===== src/rtl/ysyx_23060208_ifu_fetch_pkg.sv =====
// ---------------------------------------------------------------------------
// ysyx_23060208_ifu_fetch_pkg
// Shared definitions for the instruction-fetch unit:
//   IFU_TO_IDU_BUS : width of the {pc, inst} bus handed to the IDU
//   RESET_PC       : first fetch address after reset
//   fetch_state_e  : fetch FSM encodings (REQ / WAIT / HOLD)
//   align_pc()     : forces a redirect target onto a word boundary
// ---------------------------------------------------------------------------
package ysyx_23060208_ifu_fetch_pkg;

    localparam int          IFU_TO_IDU_BUS = 64;
    localparam logic [31:0] RESET_PC       = 32'h8000_0000;

    typedef enum logic [1:0] {
        ST_REQ  = 2'b00,  // request presented to imem
        ST_WAIT = 2'b01,  // request accepted, waiting for the response
        ST_HOLD = 2'b10   // instruction parked on the IDU bus
    } fetch_state_e;

    // Redirect targets may carry junk in bits [1:0]; fetches are always
    // word aligned, so those bits are simply dropped.
    function automatic logic [31:0] align_pc(input logic [31:0] pc);
        return {pc[31:2], 2'b00};
    endfunction

endpackage


===== src/rtl/ysyx_23060208_ifu_outbuf.sv =====
// ---------------------------------------------------------------------------
// ysyx_23060208_ifu_outbuf
// Output register of the IFU: holds {pc, inst} plus its valid flag until the
// IDU accepts it or a redirect flushes it.
// Ports:
//   clk, rst        : clock, asynchronous active-high reset
//   i_load          : capture i_load_data and raise o_valid
//   i_load_data     : {pc, inst} to capture
//   i_accept        : IDU took the instruction this cycle
//   i_flush         : redirect, drop the instruction
//   o_valid, o_data : registered valid flag and bus contents
// ---------------------------------------------------------------------------
module ysyx_23060208_ifu_outbuf #(
    parameter int BUS_WIDTH = 64
) (
    input  logic                 clk,
    input  logic                 rst,
    input  logic                 i_load,
    input  logic [BUS_WIDTH-1:0] i_load_data,
    input  logic                 i_accept,
    input  logic                 i_flush,
    output logic                 o_valid,
    output logic [BUS_WIDTH-1:0] o_data
);

    logic                 r_valid;
    logic [BUS_WIDTH-1:0] r_data;

    // NOTE: state registers use non-blocking assignment so every flop samples
    // the pre-edge values regardless of process ordering.
    always_ff @(posedge clk or posedge rst) begin
        if (rst) begin
            r_valid <= 1'b0;
            r_data  <= '0;
        end else if (i_load) begin
            r_valid <= 1'b1;
            r_data  <= i_load_data;
        end else if (i_accept || i_flush) begin
            // Data is left in place; only the valid flag matters downstream.
            r_valid <= 1'b0;
        end
    end

    assign o_valid = r_valid;
    assign o_data  = r_data;

endmodule


===== src/rtl/ysyx_23060208_ifu_fetch.sv =====
// ---------------------------------------------------------------------------
// ysyx_23060208_ifu_fetch
// Instruction-fetch stage: owns the PC, issues one imem read at a time over
// a valid/ready request/response pair, and hands {pc, inst} to the IDU over
// a valid/allowin handshake. EXU redirects override the PC and squash any
// fetch already in flight.
// Ports:
//   clk, rst                         : clock, asynchronous active-high reset
//   imem_req_valid/ready/addr        : fetch request channel
//   imem_rsp_valid/data/ready        : fetch response channel
//   redirect_valid, redirect_pc      : next-PC override pulse from EXU
//   ifu_to_idu_bus/valid, idu_allowin: handshake towards the IDU
// Optional build macro IFU_PERF_CNT_EN: adds fetch/stall counters readable
// through task get_ifu_perf. Ports and timing are unchanged.
// ---------------------------------------------------------------------------
module ysyx_23060208_ifu_fetch
    import ysyx_23060208_ifu_fetch_pkg::*;
#(
    parameter int                     DATA_WIDTH = 32,
    parameter logic [DATA_WIDTH-1:0]  RESET_PC   = ysyx_23060208_ifu_fetch_pkg::RESET_PC
) (
    input  logic                      clk,
    input  logic                      rst,
    output logic                      imem_req_valid,
    input  logic                      imem_req_ready,
    output logic [DATA_WIDTH-1:0]     imem_req_addr,
    input  logic                      imem_rsp_valid,
    input  logic [DATA_WIDTH-1:0]     imem_rsp_data,
    output logic                      imem_rsp_ready,
    input  logic                      redirect_valid,
    input  logic [DATA_WIDTH-1:0]     redirect_pc,
    output logic [2*DATA_WIDTH-1:0]   ifu_to_idu_bus,
    output logic                      ifu_to_idu_valid,
    input  logic                      idu_allowin
);

    fetch_state_e            r_state, w_state_next;
    logic [DATA_WIDTH-1:0]   r_pc, w_pc_next;
    logic                    r_kill, w_kill_next;
    logic                    w_load, w_flush;
    logic                    w_req_fire, w_rsp_fire, w_xfer_fire;
    logic                    w_out_valid;
    logic [DATA_WIDTH-1:0]   w_redirect_pc;

    assign w_redirect_pc = {redirect_pc[DATA_WIDTH-1:2], 2'b00};

    // Request valid is held low while rst is asserted so every output except
    // the address reads 0 during reset.
    assign imem_req_valid   = (r_state == ST_REQ) && !rst;
    assign imem_req_addr    = r_pc;
    assign imem_rsp_ready   = (r_state == ST_WAIT);
    assign ifu_to_idu_valid = w_out_valid;

    assign w_req_fire  = imem_req_valid && imem_req_ready;
    assign w_rsp_fire  = imem_rsp_valid && imem_rsp_ready;
    assign w_xfer_fire = w_out_valid && idu_allowin;

    always_ff @(posedge clk or posedge rst) begin
        if (rst) begin
            r_state <= ST_REQ;
            r_pc    <= RESET_PC;
            r_kill  <= 1'b0;
        end else begin
            r_state <= w_state_next;
            r_pc    <= w_pc_next;
            r_kill  <= w_kill_next;
        end
    end

    // NOTE: every signal driven here gets a default first, so no path through
    // the case statement can leave one unassigned and infer a latch.
    always_comb begin
        w_state_next = r_state;
        w_pc_next    = r_pc;
        w_kill_next  = r_kill;
        w_load       = 1'b0;
        w_flush      = 1'b0;
        unique case (r_state)
            ST_REQ: begin
                if (w_req_fire) begin
                    w_state_next = ST_WAIT;
                    // Request already left with the old address: its
                    // response must be dropped when it comes back.
                    if (redirect_valid) begin
                        w_kill_next = 1'b1;
                        w_pc_next   = w_redirect_pc;
                    end
                end else if (redirect_valid) begin
                    w_pc_next = w_redirect_pc;
                end
            end
            ST_WAIT: begin
                if (w_rsp_fire) begin
                    w_state_next = ST_REQ;
                    w_kill_next  = 1'b0;
                    if (redirect_valid) begin
                        w_pc_next = w_redirect_pc;
                    end else if (!r_kill) begin
                        w_load       = 1'b1;
                        w_pc_next    = r_pc + DATA_WIDTH'(4);
                        w_state_next = ST_HOLD;
                    end
                end else if (redirect_valid) begin
                    w_kill_next = 1'b1;
                    w_pc_next   = w_redirect_pc;
                end
            end
            ST_HOLD: begin
                if (redirect_valid) begin
                    w_flush      = 1'b1;
                    w_pc_next    = w_redirect_pc;
                    w_state_next = ST_REQ;
                end else if (w_xfer_fire) begin
                    w_state_next = ST_REQ;
                end
            end
            default: w_state_next = ST_REQ;
        endcase
    end

    ysyx_23060208_ifu_outbuf #(
        .BUS_WIDTH (2*DATA_WIDTH)
    ) u_outbuf (
        .clk         (clk),
        .rst         (rst),
        .i_load      (w_load),
        .i_load_data ({r_pc, imem_rsp_data}),
        .i_accept    (w_xfer_fire),
        .i_flush     (w_flush),
        .o_valid     (w_out_valid),
        .o_data      (ifu_to_idu_bus)
    );

`ifdef IFU_PERF_CNT_EN
    logic [31:0] r_fetch_cnt;
    logic [31:0] r_stall_cnt;

    always_ff @(posedge clk or posedge rst) begin
        if (rst) begin
            r_fetch_cnt <= '0;
            r_stall_cnt <= '0;
        end else begin
            if (w_xfer_fire)
                r_fetch_cnt <= r_fetch_cnt + 32'd1;
            if (w_out_valid && !idu_allowin)
                r_stall_cnt <= r_stall_cnt + 32'd1;
        end
    end

    task get_ifu_perf(output logic [31:0] fetch, output logic [31:0] stall);
        fetch = r_fetch_cnt;
        stall = r_stall_cnt;
    endtask
`endif

endmodule

===== config.mk =====
export PLATFORM = sky130hd
export DESIGN_NAME = ysyx_23060208_ifu_fetch
export DESIGN_NICKNAME = d
export VERILOG_FILES = /design/src/rtl/ysyx_23060208_ifu_fetch_pkg.sv /design/src/rtl/ysyx_23060208_ifu_outbuf.sv /design/src/rtl/ysyx_23060208_ifu_fetch.sv
export SDC_FILE = /design/constraint.sdc
export NUM_CORES = 1
export LEC_CHECK = 0
export CORE_ASPECT_RATIO = 0.9
export CORE_UTILIZATION = 46
export CTS_BUF_LIST = sky130_fd_sc_hd__clkbuf_4 sky130_fd_sc_hd__clkbuf_8
export CTS_CLUSTER_DIAMETER = 60
export DETAILED_ROUTE_END_ITERATION = 7
export GPL_TIMING_DRIVEN = 1
export PLACE_DENSITY = 0.79
export SLEW_MARGIN = 5
export SYNTH_ARGS = -nofsm -noshare
export SYNTH_HDL_FRONTEND = slang
export SYNTH_SLANG_ARGS = --single-unit

===== constraint.sdc =====
create_clock -name clk -period 4.3 [get_ports clk]
set_clock_uncertainty 0.15 [all_clocks]
set_input_delay 0.86 -clock clk [delete_from_list [all_inputs] [get_ports clk]]
set_output_delay 0.86 -clock clk [all_outputs]
set_load 0.01 [all_outputs]

==> flow_summary_export.csv <==
group,metric,value,unit
run_status,outcome,"completed",
cts,tritoncts,"yes",
yosys,synth_edf_count,0,
cts,post_cts_buffers,0,
routing,drc,0,
finish,nets,643,
timing,final-setup-viol-count,0,
yosys,synthArstFlopShare,100,%
floorplanning,die_area,10500,um2
finish,multiInputGateArea,2010,um2
worst_setup_path,cp-end-kind,"output pin",
floorplanning,die_w,108,um
worst_setup_path,crit_type,"primary input to output pin",
finish,n_fill_cell,793,
worst_setup_path,critPathLaunchType,"primary input",
yosys,syn_area,4650,um2
worst_setup_path,critPathMaxFanout,2,
finish,antennaDiodeCount,0,
worst_setup_path,worstPathRequired,3290,ps
finish,ff_latch_area,2500,um2
timing,timing.slew.headroom,44.8,%
yosys,synth_area_leader_cell,"dfrtp_1",
timing,slew_viol_final,0,
grt,grt_antenna_before_repair,0,
cts,cts-root-buf,"clkbuf_8",
yosys,seq_area_frac_synth,53.8,%
power_and_ir_drop,total_power,0.00342,W
grt,grt_pass1_wl,20800,um
timing,timing_hold_violations_final,0,
place,dp.final_hpwl,8990,um
floorplanning,placementRows,34,
yosys,synth_cell_type_count,55,
floorplanning,initial_core_util,47.8,%
cts,cts.clk_slew.worst_paths,90,ps
cts,cts_buffers,9,
yosys,synthCells,414,
power_and_ir_drop,power_density,519,nW/um2
routing,wl_met1,5220,um
place,place_congestion,0.861,
cts,cts_resized,0,
routing,wl_met3,713,um
yosys,synthesis.nets,485,
cts,htreeDepth,3,
power_and_ir_drop,leakage,2.68,nW
timing,rsz0062_at_grt,"false",
timing,post-route-period-util,74.0,%
routing,first_pass_iters,4,
floorplanning,core,9740,um2
worst_setup_path,arrival,2170,ps
cts,clk_latency,360,ps
grt,grt_util_all_layers,25.5,%
routing,vias,4030,
cts,clockBufferDepth,2,
timing,fin_crit,3180,ps
yosys,yosys_warnings,0,
yosys,syn_area_per_cell,11.2,um2
timing,fin_tns_setup,0,ps
routing,ant_nets,0,
flow_run,maxCapViolCount,0,
power_and_ir_drop,peakVddDrop,0.378,mV
finish,drive_gt1_share,17.0,%
grt,grt-ovfl-total,0,
place,dpl.cell_count,687,
routing,dr.first_iter.drc_count,254,
routing,routed_wl,12500,um
grt,grt_max_degree,68,
routing,routed_via_density,5.74,
timing,fmaxAchievable,314,MHz
yosys,ys_seq_elements,100,
yosys,synth_top_cell_area_share,53.2,%
timing,worstMarginPinSlew,828,ps
timing,whs,360,ps
grt,first_global_vias,4131,
worst_setup_path,r2r_cells,6,
cts,cts_hold_buf,0,
yosys,synthTopCellsByArea,"dfrtp_1 (53%), mux2_2 (15%), a21oi_1 (3.4%)",
routing,avgRoutedWirePerCell,17.9,um
worst_hold_path,min_path_type,"flop to flop",
cts,cts_sinks,100,
finish,final_cell_count_no_fill,702,
routing,top_layer_used,"met4",
yosys,synth_flop_cell,"dfrtp_1",
floorplanning,pin_count,169,
finish,syn_to_final_growth,41.7,%
worst_hold_path,hold_depth,1,
place,port_buffers,166,
routing,wl_met2,6350,um
floorplanning,die_h,97.4,um
## cell type report
| type | count | area share (%) |
|---|---|---|
| flip-flops and latches | 100 | 38.0 |
| multi-input cells | 281 | 30.5 |
| repair buffers | 173 | 26.0 |
| well taps | 126 | 2.39 |
| clock buffers | 10 | 2.09 |
| clock inverters | 5 | 0.569 |
| inverters | 7 | 0.437 |
## cell usage in the layout (no fill, tap or decap), types with 4 or more instances in the layout
cell type and instances:
nor3_1 7, and3_1 6, and2_1 5, mux2_2 64, nor2_1 15, nand2_1 33
dfrtp_1 99, o311ai_0 4, a21oi_1 32, nand3_1 16, o22ai_1 8, nand4_1 11
clkdlybuf4s50_1 166, clkbuf_8 10, inv_1 6, a31o_2 5, o21ai_0 18, buf_4 7
## where the power goes
group          total [W]  internal [W]  switching, W
clock           0.000552      0.000225      0.000326
combinational    0.00137      0.000874      0.000495
sequential       0.00150       0.00127      0.000228
total            0.00342       0.00237       0.00105
## sequential cells by signal, summed over array words and instances (netlist names)
name,flops
r_state,2
u_outbuf.o_valid,1
r_kill,1
u_outbuf.o_data,64
imem_req_addr,32
## cells in the mapped netlist, drive strengths merged, types with 3 or more instances
cell type / instances
or4: 4
nor3: 8
nand4: 11
nor2: 15
buf: 10
o21ai: 19
a31oi: 3
mux2: 64
inv: 7
clkbuf: 16
and2: 5
nand3: 16
or3: 3
o31ai: 3
dfrtp: 99
and3: 6
o211ai: 3
o311ai: 4
a31o: 5
o22ai: 8
nand2: 33
a21oi: 32
## per-stage QoR
step / area, um2 / setup slack, ps / utilization [%]
after global routing: 6590 / 1040 / 67.7
final: 6590 / 1120 / 67.7
after global placement: 6420 / 1010 / 65.9
after floorplan: 4650 / 673 / -
after detailed placement: 6420 / 956 / 65.9
after CTS: 6590 / 1110 / 67.7
## worst max-delay path, stage by stage
cell and delay (ps):
clkdlybuf4s50_1 480, nor3_1 240, clkdlybuf4s50_1 600
## worst paths after layout
| path | slack, ps | start | endpoint |
|---|---|---|---|
| min in group asynchronous | 910 | rst | imem_req_addr[3] |
| max in group asynchronous | 2250 | rst | imem_req_addr[31] |
| min | 360 | u_outbuf.o_data[8] | u_outbuf.o_data[8] |
| max reg2reg | 1570 | imem_req_addr[2] | imem_req_addr[26] |
| min reg2reg | 360 | u_outbuf.o_data[8] | u_outbuf.o_data[8] |
| max | 1120 | rst | imem_req_valid |
## metal layers
layer | track usage (%) | vias to the layer above
met2 | 42.1 | 149
met3 | 4.36 | 22
met1 | 33.5 | 2012
met4 | 9.38 | 0
met5 | 0 | -
li1 | - | 1847
## kinds of logic (layout without fill, tap and decap cells)
| group | after synthesis | count (layout) | synth area share [%] |
|---|---|---|---|
| and+or+nand+nor | 119 | 119 | 14.0 |
| DFF | 100 | 100 | 53.8 |
| adders and majority gates | 1 | 1 | 0.269 |
| AOI/OAI and AO/OA | 97 | 97 | 13.3 |
| buffers and inverters | 33 | 195 | 3.15 |
| muxes | 64 | 64 | 15.5 |
No activity file was read; power rests on OpenSTA's default activity.
